==> config.mk <==
export PLATFORM = sky130hd
export DESIGN_NAME = pio_csr_slave
export DESIGN_NICKNAME = d
export VERILOG_FILES = /design/src/rtl/pio_csr_slave.sv
export SDC_FILE = /design/constraint.sdc
export NUM_CORES = 1
export LEC_CHECK = 0
export BUFFER_PORTS_ARGS = -buffer_cell sky130_fd_sc_hd__buf_4
export CAP_MARGIN = 20
export CORE_ASPECT_RATIO = 0.9
export CORE_MARGIN = 2
export CORE_UTILIZATION = 30
export CTS_CLUSTER_DIAMETER = 120
export DETAILED_ROUTE_END_ITERATION = 8
export PLACE_DENSITY_LB_ADDON = 0.12
export REMOVE_ABC_BUFFERS = 1
export SLEW_MARGIN = 20
export SYNTH_ARGS = -nofsm -noshare
export SYNTH_HDL_FRONTEND = slang
export SYNTH_SLANG_ARGS = --single-unit
==> constraint.sdc <==
create_clock -name clk -period 2.1 [get_ports clk]
set_input_delay 0.315 -clock clk [delete_from_list [all_inputs] [get_ports clk]]
set_output_delay 0.315 -clock clk [all_outputs]
set_load 0.005 [all_outputs]
==> src/rtl/pio_csr_slave.sv <==
// PIO control/status register slave with a configurable read-latency pipeline.
// Optional feature: define PIO_CSR_ERR_CNT_EN to add the ERR_CNT register at 0x1C.
module pio_csr_slave #(
   parameter int          RD_LAT = 1,
   parameter logic [31:0] ID_VAL = 32'h5A5A_0001
) (
   input  logic        clk,
   input  logic        rst_n,
   input  logic        cmd_vld,
   input  logic [15:0] addr,
   input  logic [31:0] data_w,
   input  logic        rw,
   output logic [31:0] data_r,
   output logic        rd_vld,
   input  logic [31:0] status_i,
   input  logic [7:0]  event_i,
   output logic [31:0] ctrl_o,
   output logic        irq
);

   localparam logic [2:0] IDX_ID      = 3'd0;
   localparam logic [2:0] IDX_SCRATCH = 3'd1;
   localparam logic [2:0] IDX_CTRL    = 3'd2;
   localparam logic [2:0] IDX_STATUS  = 3'd3;
   localparam logic [2:0] IDX_IRQ_ST  = 3'd4;
   localparam logic [2:0] IDX_IRQ_MSK = 3'd5;
   localparam logic [2:0] IDX_CMD_CNT = 3'd6;
   localparam logic [2:0] IDX_ERR_CNT = 3'd7;
   localparam logic [31:0] BAD_DATA   = 32'hDEAD_BEEF;

   logic [31:0] scratch_reg;
   logic [31:0] ctrl_reg;
   logic [7:0]  irq_stat_reg;
   logic [7:0]  irq_mask_reg;
   logic [31:0] cmd_cnt_reg;
   logic        irq_reg;

   logic        in_window;
   logic [2:0]  widx;
   logic        readable;
   logic        writable;
   logic        wr_acc;
   logic        rd_acc;
   logic        bad_acc;
   logic [31:0] rd_mux;
   logic [7:0]  irq_stat_next;

   assign in_window = (addr[1:0] == 2'b00) && (addr[15:5] == 11'd0);
   assign widx      = addr[4:2];

`ifdef PIO_CSR_ERR_CNT_EN
   logic [15:0] err_cnt_reg;
   assign readable = in_window;
`else
   assign readable = in_window && (widx != IDX_ERR_CNT);
`endif

   assign writable = in_window && ((widx == IDX_SCRATCH) || (widx == IDX_CTRL) ||
                                   (widx == IDX_IRQ_ST)  || (widx == IDX_IRQ_MSK));
   assign wr_acc   = cmd_vld && rw && writable;
   assign rd_acc   = cmd_vld && !rw;
   assign bad_acc  = cmd_vld && (rw ? !writable : !readable);

   // Read data reflects register contents before this edge's own write or count.
   always_comb begin
      rd_mux = BAD_DATA;
      if (readable) begin
         case (widx)
            IDX_ID:      rd_mux = ID_VAL;
            IDX_SCRATCH: rd_mux = scratch_reg;
            IDX_CTRL:    rd_mux = ctrl_reg;
            IDX_STATUS:  rd_mux = status_i;
            IDX_IRQ_ST:  rd_mux = {24'd0, irq_stat_reg};
            IDX_IRQ_MSK: rd_mux = {24'd0, irq_mask_reg};
            IDX_CMD_CNT: rd_mux = cmd_cnt_reg;
`ifdef PIO_CSR_ERR_CNT_EN
            IDX_ERR_CNT: rd_mux = {16'd0, err_cnt_reg};
`endif
            default:     rd_mux = BAD_DATA;
         endcase
      end
   end

   // New events win over a simultaneous write-one-to-clear.
   always_comb begin
      irq_stat_next = irq_stat_reg;
      if (wr_acc && (widx == IDX_IRQ_ST)) begin
         irq_stat_next = irq_stat_reg & ~data_w[7:0];
      end
      irq_stat_next = irq_stat_next | event_i;
   end

   always_ff @(posedge clk or negedge rst_n) begin
      if (!rst_n) begin
         scratch_reg  <= '0;
         ctrl_reg     <= '0;
         irq_stat_reg <= '0;
         irq_mask_reg <= '0;
         cmd_cnt_reg  <= '0;
         irq_reg      <= 1'b0;
      end else begin
         irq_stat_reg <= irq_stat_next;
         irq_reg      <= |(irq_stat_reg & irq_mask_reg);
         if (cmd_vld) begin
            cmd_cnt_reg <= cmd_cnt_reg + 32'd1;
         end
         if (wr_acc) begin
            case (widx)
               IDX_SCRATCH: scratch_reg  <= data_w;
               IDX_CTRL:    ctrl_reg     <= data_w;
               IDX_IRQ_MSK: irq_mask_reg <= data_w[7:0];
               default:     ;
            endcase
         end
      end
   end

`ifdef PIO_CSR_ERR_CNT_EN
   always_ff @(posedge clk or negedge rst_n) begin
      if (!rst_n) begin
         err_cnt_reg <= '0;
      end else if (bad_acc && (err_cnt_reg != 16'hFFFF)) begin
         err_cnt_reg <= err_cnt_reg + 16'd1;
      end
   end
`else
   logic unused_bad_acc;
   assign unused_bad_acc = bad_acc;
`endif

   // Read pipeline; data is held at zero in idle stages so data_r needs no output gating.
   logic        vld_pipe [RD_LAT];
   logic [31:0] dat_pipe [RD_LAT];

   always_ff @(posedge clk or negedge rst_n) begin
      if (!rst_n) begin
         vld_pipe[0] <= 1'b0;
         dat_pipe[0] <= '0;
      end else begin
         vld_pipe[0] <= rd_acc;
         dat_pipe[0] <= rd_acc ? rd_mux : 32'd0;
      end
   end

   genvar gi;
   generate
      for (gi = 1; gi < RD_LAT; gi++) begin : g_rd_stage
         always_ff @(posedge clk or negedge rst_n) begin
            if (!rst_n) begin
               vld_pipe[gi] <= 1'b0;
               dat_pipe[gi] <= '0;
            end else begin
               vld_pipe[gi] <= vld_pipe[gi-1];
               dat_pipe[gi] <= dat_pipe[gi-1];
            end
         end
      end
   endgenerate

   assign rd_vld = vld_pipe[RD_LAT-1];
   assign data_r = dat_pipe[RD_LAT-1];
   assign ctrl_o = ctrl_reg;
   assign irq    = irq_reg;

endmodule
; Yosys cells after proc, flatten, opt, wreduce, memory -nomap -nowiden
; Index checks and enable logic that the tools add are counted.
[word_totals]
register_bits = 146
out_inout_bits = 66
word_cells = 42
[op_classes]
n_addsub = 1
eq_ne = 7
n_mux = 4
bitwise = 4
reduce_logical = 18
[ops]
columns = operator, n
row1 = case mux 32 bit (7 select lines), 1
row2 = two-way mux 32 bit, 2
row3 = adder 32 x 1 -> 32 bit (second input constant), 1
row4 = bitwise AND 8 bit, 2
row5 = logical NOT 11 bit, 1
row6 = == test 3 bit (second input constant), 3
row7 = two-way mux 8 bit, 1
row8 = NOT 8 bit, 1
row9 = bitwise OR 8 bit, 1
row10 = OR reduction 8 bit, 1
row11 = logical AND 1 bit, 7
row12 = == test 3 x 2 -> 1 bit (second input constant), 2
row13 = AND reduction 2 bit, 3
row14 = == test 3 x 1 -> 1 bit (second input constant), 1
row15 = logical NOT 3 bit, 1
row16 = logical OR 1 bit, 3
row17 = != test 3 bit (second input constant), 1
row18 = logical NOT 2 bit, 1
row19 = logical NOT 1 bit, 1

; Logic depth before layout (Yosys ltp)
[logic_depth]
word_depth = 9
ltp_mapped = 7
ltp_nobuf = 5

; Worst setup path after synthesis
; No wires, ideal clock.
[synth_path]
path_type = input to register
startpoint = input addr[9]
endpoint = register scratch_reg[0]
setup_ps = 125
t_arrival_ps = 2342
required_ps = 1975
setup_slack_ps = -367
stages = 6
n_path_buf = 2
path_cell_list = or4_4 > or4_1 > buf_2 > nor3b_4 > buf_6 > mux2_2
[synth_between]
elab_chain_len = 5
[synth_lines]
columns = item, line
row1 = "start, declared", 10  ; input logic [15:0] addr,
row2 = logical NOT 11 bit, 48  ; assign in_window = (addr[1:0] == 2'b00) && (addr[15:5] == 11'd0);
row3 = logical AND 1 bit, 48
row4 = logical AND 1 bit, 58  ; assign writable = in_window && ((widx == IDX_SCRATCH) || (widx == IDX_CTRL) ||
row5 = logical AND 1 bit, 60  ; assign wr_acc = cmd_vld && rw && writable;
row6 = AND reduction 2 bit (no source line), --
row7 = "end signal, assigned", 109  ; IDX_SCRATCH: scratch_reg <= data_w;
row8 = "end, declared", 31  ; logic [31:0] scratch_reg;
; Every way passes these cells.
; A chain may end at the register's enable or synchronous reset.

; Final worst setup path
[layout_path]
startpoint = input addr[7]
endpoint = register scratch_reg[6]
; The elaborated chain is that of the path after synthesis.

==> flow_summary_export.csv <==
group,metric,value,unit
sta,hold_viol,0,
critical_path,cp.arrival,2.45,ns
drt,via_per_inst,4.93,
global_route,overflow,0,
sta,max_slew.worst_pin.slew,0.787,ns
drt,firstDrtPassIters,4,
layout,fill_cells,2119,
yosys,ys_ff_latch,146,
clock_network,clockBufferDepth,2,
drt,drc,0,
drt,ant_nets,0,
pwr,worst_ir_drop_vdd,0.401,mV
drt,wl_met1,10200,um
floorplanning,core,22300,um^2
layout,fin_util,0.418,
yosys,synthXorXnorAreaFrac,0.0401,
yosys,synth_top_family_by_area,"multiplexers",
yosys,synthArstFlopShare,1.00,
layout,final_nets,843,
drt,wl_per_cell,20.2,um
sta,max_freq,0.464,GHz
drt,dr_wl_met2,10100,um
floorplanning,rows,52,
clock_network,cts_sinks,146,
floorplanning,start_util,0.303,
job,cap_viol_max_count,0,
clock_network,clk_pin_slew_worst_paths,0.06,ns
critical_path,crit_type,"primary input to flip-flop",
clock_network,numCtsBuffers,17,
critical_path,worst-path-max-fanout,8,
floorplanning,die-area,23800,um^2
clock_network,cts_max_level,4,
drt,routed.top_layer,"met4",
worst_hold_path,hp-class,"primary input to flip-flop",
yosys,synth.avg_cell_area,12.0,um^2
critical_path,crit_path_cell_trace,"buf_6 > or4_4 > or4_4 > nor3b_4 > buf_6 > clkbuf_16 > mux2_4",
run_status,violations,"negative setup slack",
global_route,grt_first_pass_wirelength,33000,um
yosys,synth-edff-count,0,
sta,final-max-slew-violation-count,0,
sta,finalCritPeriodShare,1.03,
sta,fin_crit,2.15,ns
yosys,synthCells,565,
global_route,grt_pass1_vias,5662,
layout,drive_above_1_share,0.422,
layout,areaGrowthSynthToFinish,37.8,%
yosys,yosys.cell_types.count,49,
placement,gp_congestion,0.849,
clock_network,cts_tree,"done",
floorplanning,die_x,162,um
pwr,p_leak,4.43,nW
critical_path,worst-path-buf-inv,3,
floorplanning,pin_count,158,
sta,setup_viol,32,
run_status,outcome,"finished, violations left",
sta,finalWorstSetupSlack,-0.0538,ns
global_route,grt_antenna_before_repair,0,
sta,slew_headroom,0.475,
drt,wirelength,21400,um
critical_path,slowest_stage,"or4_4",
drt,vias,5233,
pwr,p_total,6.56,mW
global_route,grt_usage,0.183,
yosys,yosys_most_used_dff,"dfrtp_1",
drt,drtIter0Drc,235,
placement,hpwl,14500,um
yosys,yosysSeqAreaShare,0.540,
global_route,grt_max_degree,54,
critical_path,critical_path_required,2.40,ns
critical_path,slowest_delay,0.58,ns
yosys,synth-compound-area-share,0.0941,
yosys,synth-simple-area-share,0.120,
critical_path,end_kind,"flip-flop",
sta,grt_setup_unrepaired,"yes",
pwr,p_per_area,703,nW/um^2
clock_network,root_buffer,"clkbuf_16",
placement,io_buffers,157,
yosys,synthesis.area,6770,um^2
critical_path,start_kind,"primary input",
yosys,synthMuxAreaShare,0.177,
yosys,yosys_warnings,0,
critical_path,crit_family,"simple AND/OR/NAND/NOR gates",
clock_network,clk_latency,0.42,ns
yosys,synthAdderAreaFrac,0.00185,
drt,wl_met3,964,um
sta,worst_clock_skew,0.0108,ns
floorplanning,die_h,146,um
[routing by layer]
metal / vias up / GRT usage
met4: 0 / 0.0451
met5: - / 0
li1: 2440 / -
met3: 11 / 0.0420
met1: 2652 / 0.250
met2: 130 / 0.294
[cells by family (layout without fill, tap and decap cells)]
| family | count (synthesis) | after routing |
|---|---|---|
| AOI/OAI and AO/OA | 93 | 93 |
| xor gates and xnor gates | 31 | 31 |
| adders and majority gates | 1 | 1 |
| buffers and inverters | 41 | 239 |
| DFF | 146 | 146 |
| muxes | 110 | 110 |
| other | 0 | 1 |
| and+or+nand+nor | 143 | 143 |
[metrics by stage]
stage	setup slack, ns	TNS [ns]	instance area (um^2)	hold slack [ns]	instances
6_report	-0.0538	-0.941	9330	0.0869	1061
5_1_grt	-0.0666	-1.48	9330	0.0678	1060
4_1_cts	-0.0366	-0.517	9180	0.0637	1059
3_5_place_dp	-0.536	-48.11	8520	0.320	1023
3_3_place_gp	-0.500	-44.76	8520	0.310	1023
2_1_floorplan	-0.929	-62.83	6610	0.0194	530
[layout by cell type (no fill, tap or decap), drive strengths merged, types with 4 or more instances in the layout]
cell,netlist,routed
a21oi,31,31
a221oi,19,19
a22o,5,5
a22oi,7,7
and2,6,6
and3,9,9
and4,4,4
buf,13,199
clkbuf,22,24
clkinv,0,5
dfrtp,146,146
inv,6,6
mux2,78,78
mux2i,32,32
nand2,20,20
nand2b,12,12
nand3,13,13
nand3b,4,4
nand4,13,13
nor2,32,32
nor2b,5,5
nor3,6,6
nor4,4,4
o21ai,12,12
o22ai,4,4
or4,6,6
xnor2,21,21
xor2,10,10
[power breakdown]
part / total (mW) / switching [mW] / internal [mW]
Sequential: 3.02 / 0.116 / 2.90
Clock: 2.88 / 1.17 / 1.72
Combinational: 0.654 / 0.323 / 0.332
[worst paths after layout]
path                                 start              end  slack, ns  cells past startpoint
hold / removal                  event_i[6]  irq_stat_reg[6]       0.09                      2
max in group asynchronous            rst_n  scratch_reg[13]       0.97                      3
hold reg to reg            cmd_cnt_reg[12]  cmd_cnt_reg[12]       0.50                      1
setup / recovery                   addr[7]   scratch_reg[6]      -0.05                      7
min in group asynchronous            rst_n  irq_stat_reg[1]       0.43                      2
setup reg to reg            cmd_cnt_reg[0]  cmd_cnt_reg[30]       0.20                      5
[area by class of cell]
cell class	count	area (um^2)	share of cell area
Antenna cell	1	2.50	0.000268
Clock buffer	23	478	0.0512
Clock inverter	9	81.3	0.00872
Inverter	6	22.5	0.00241
Multi-Input combinational cell	378	3070	0.329
Sequential cell	146	3650	0.392
Tap cell	297	372	0.0398
Timing Repair Buffer	201	1650	0.177
[Yosys cell counts (13+ instances only)]
master    number  share of area
mux2i_1       32          0.047
clkbuf_1      22          0.012
nand3_1       13         0.0096
mux2_2        74           0.12
xnor2_1       21          0.027
nand2_1       20          0.011
a221oi_1      19          0.025
dfrtp_1      146           0.54
a21oi_1       31          0.023
nor2_1        31          0.017
nand4_1       13          0.012
[repair_timing]
action                                  4_1_cts  5_1_grt
endpoints found under the hold margin        51        0
hold buffers                                  1        0
resized for setup                             8       33
pin swaps                                     3        3
endpoints found under the setup margin       72       37
buffers inserted                              1        0
cloned                                        2        1
No activity file was read; power rests on OpenSTA's default activity.
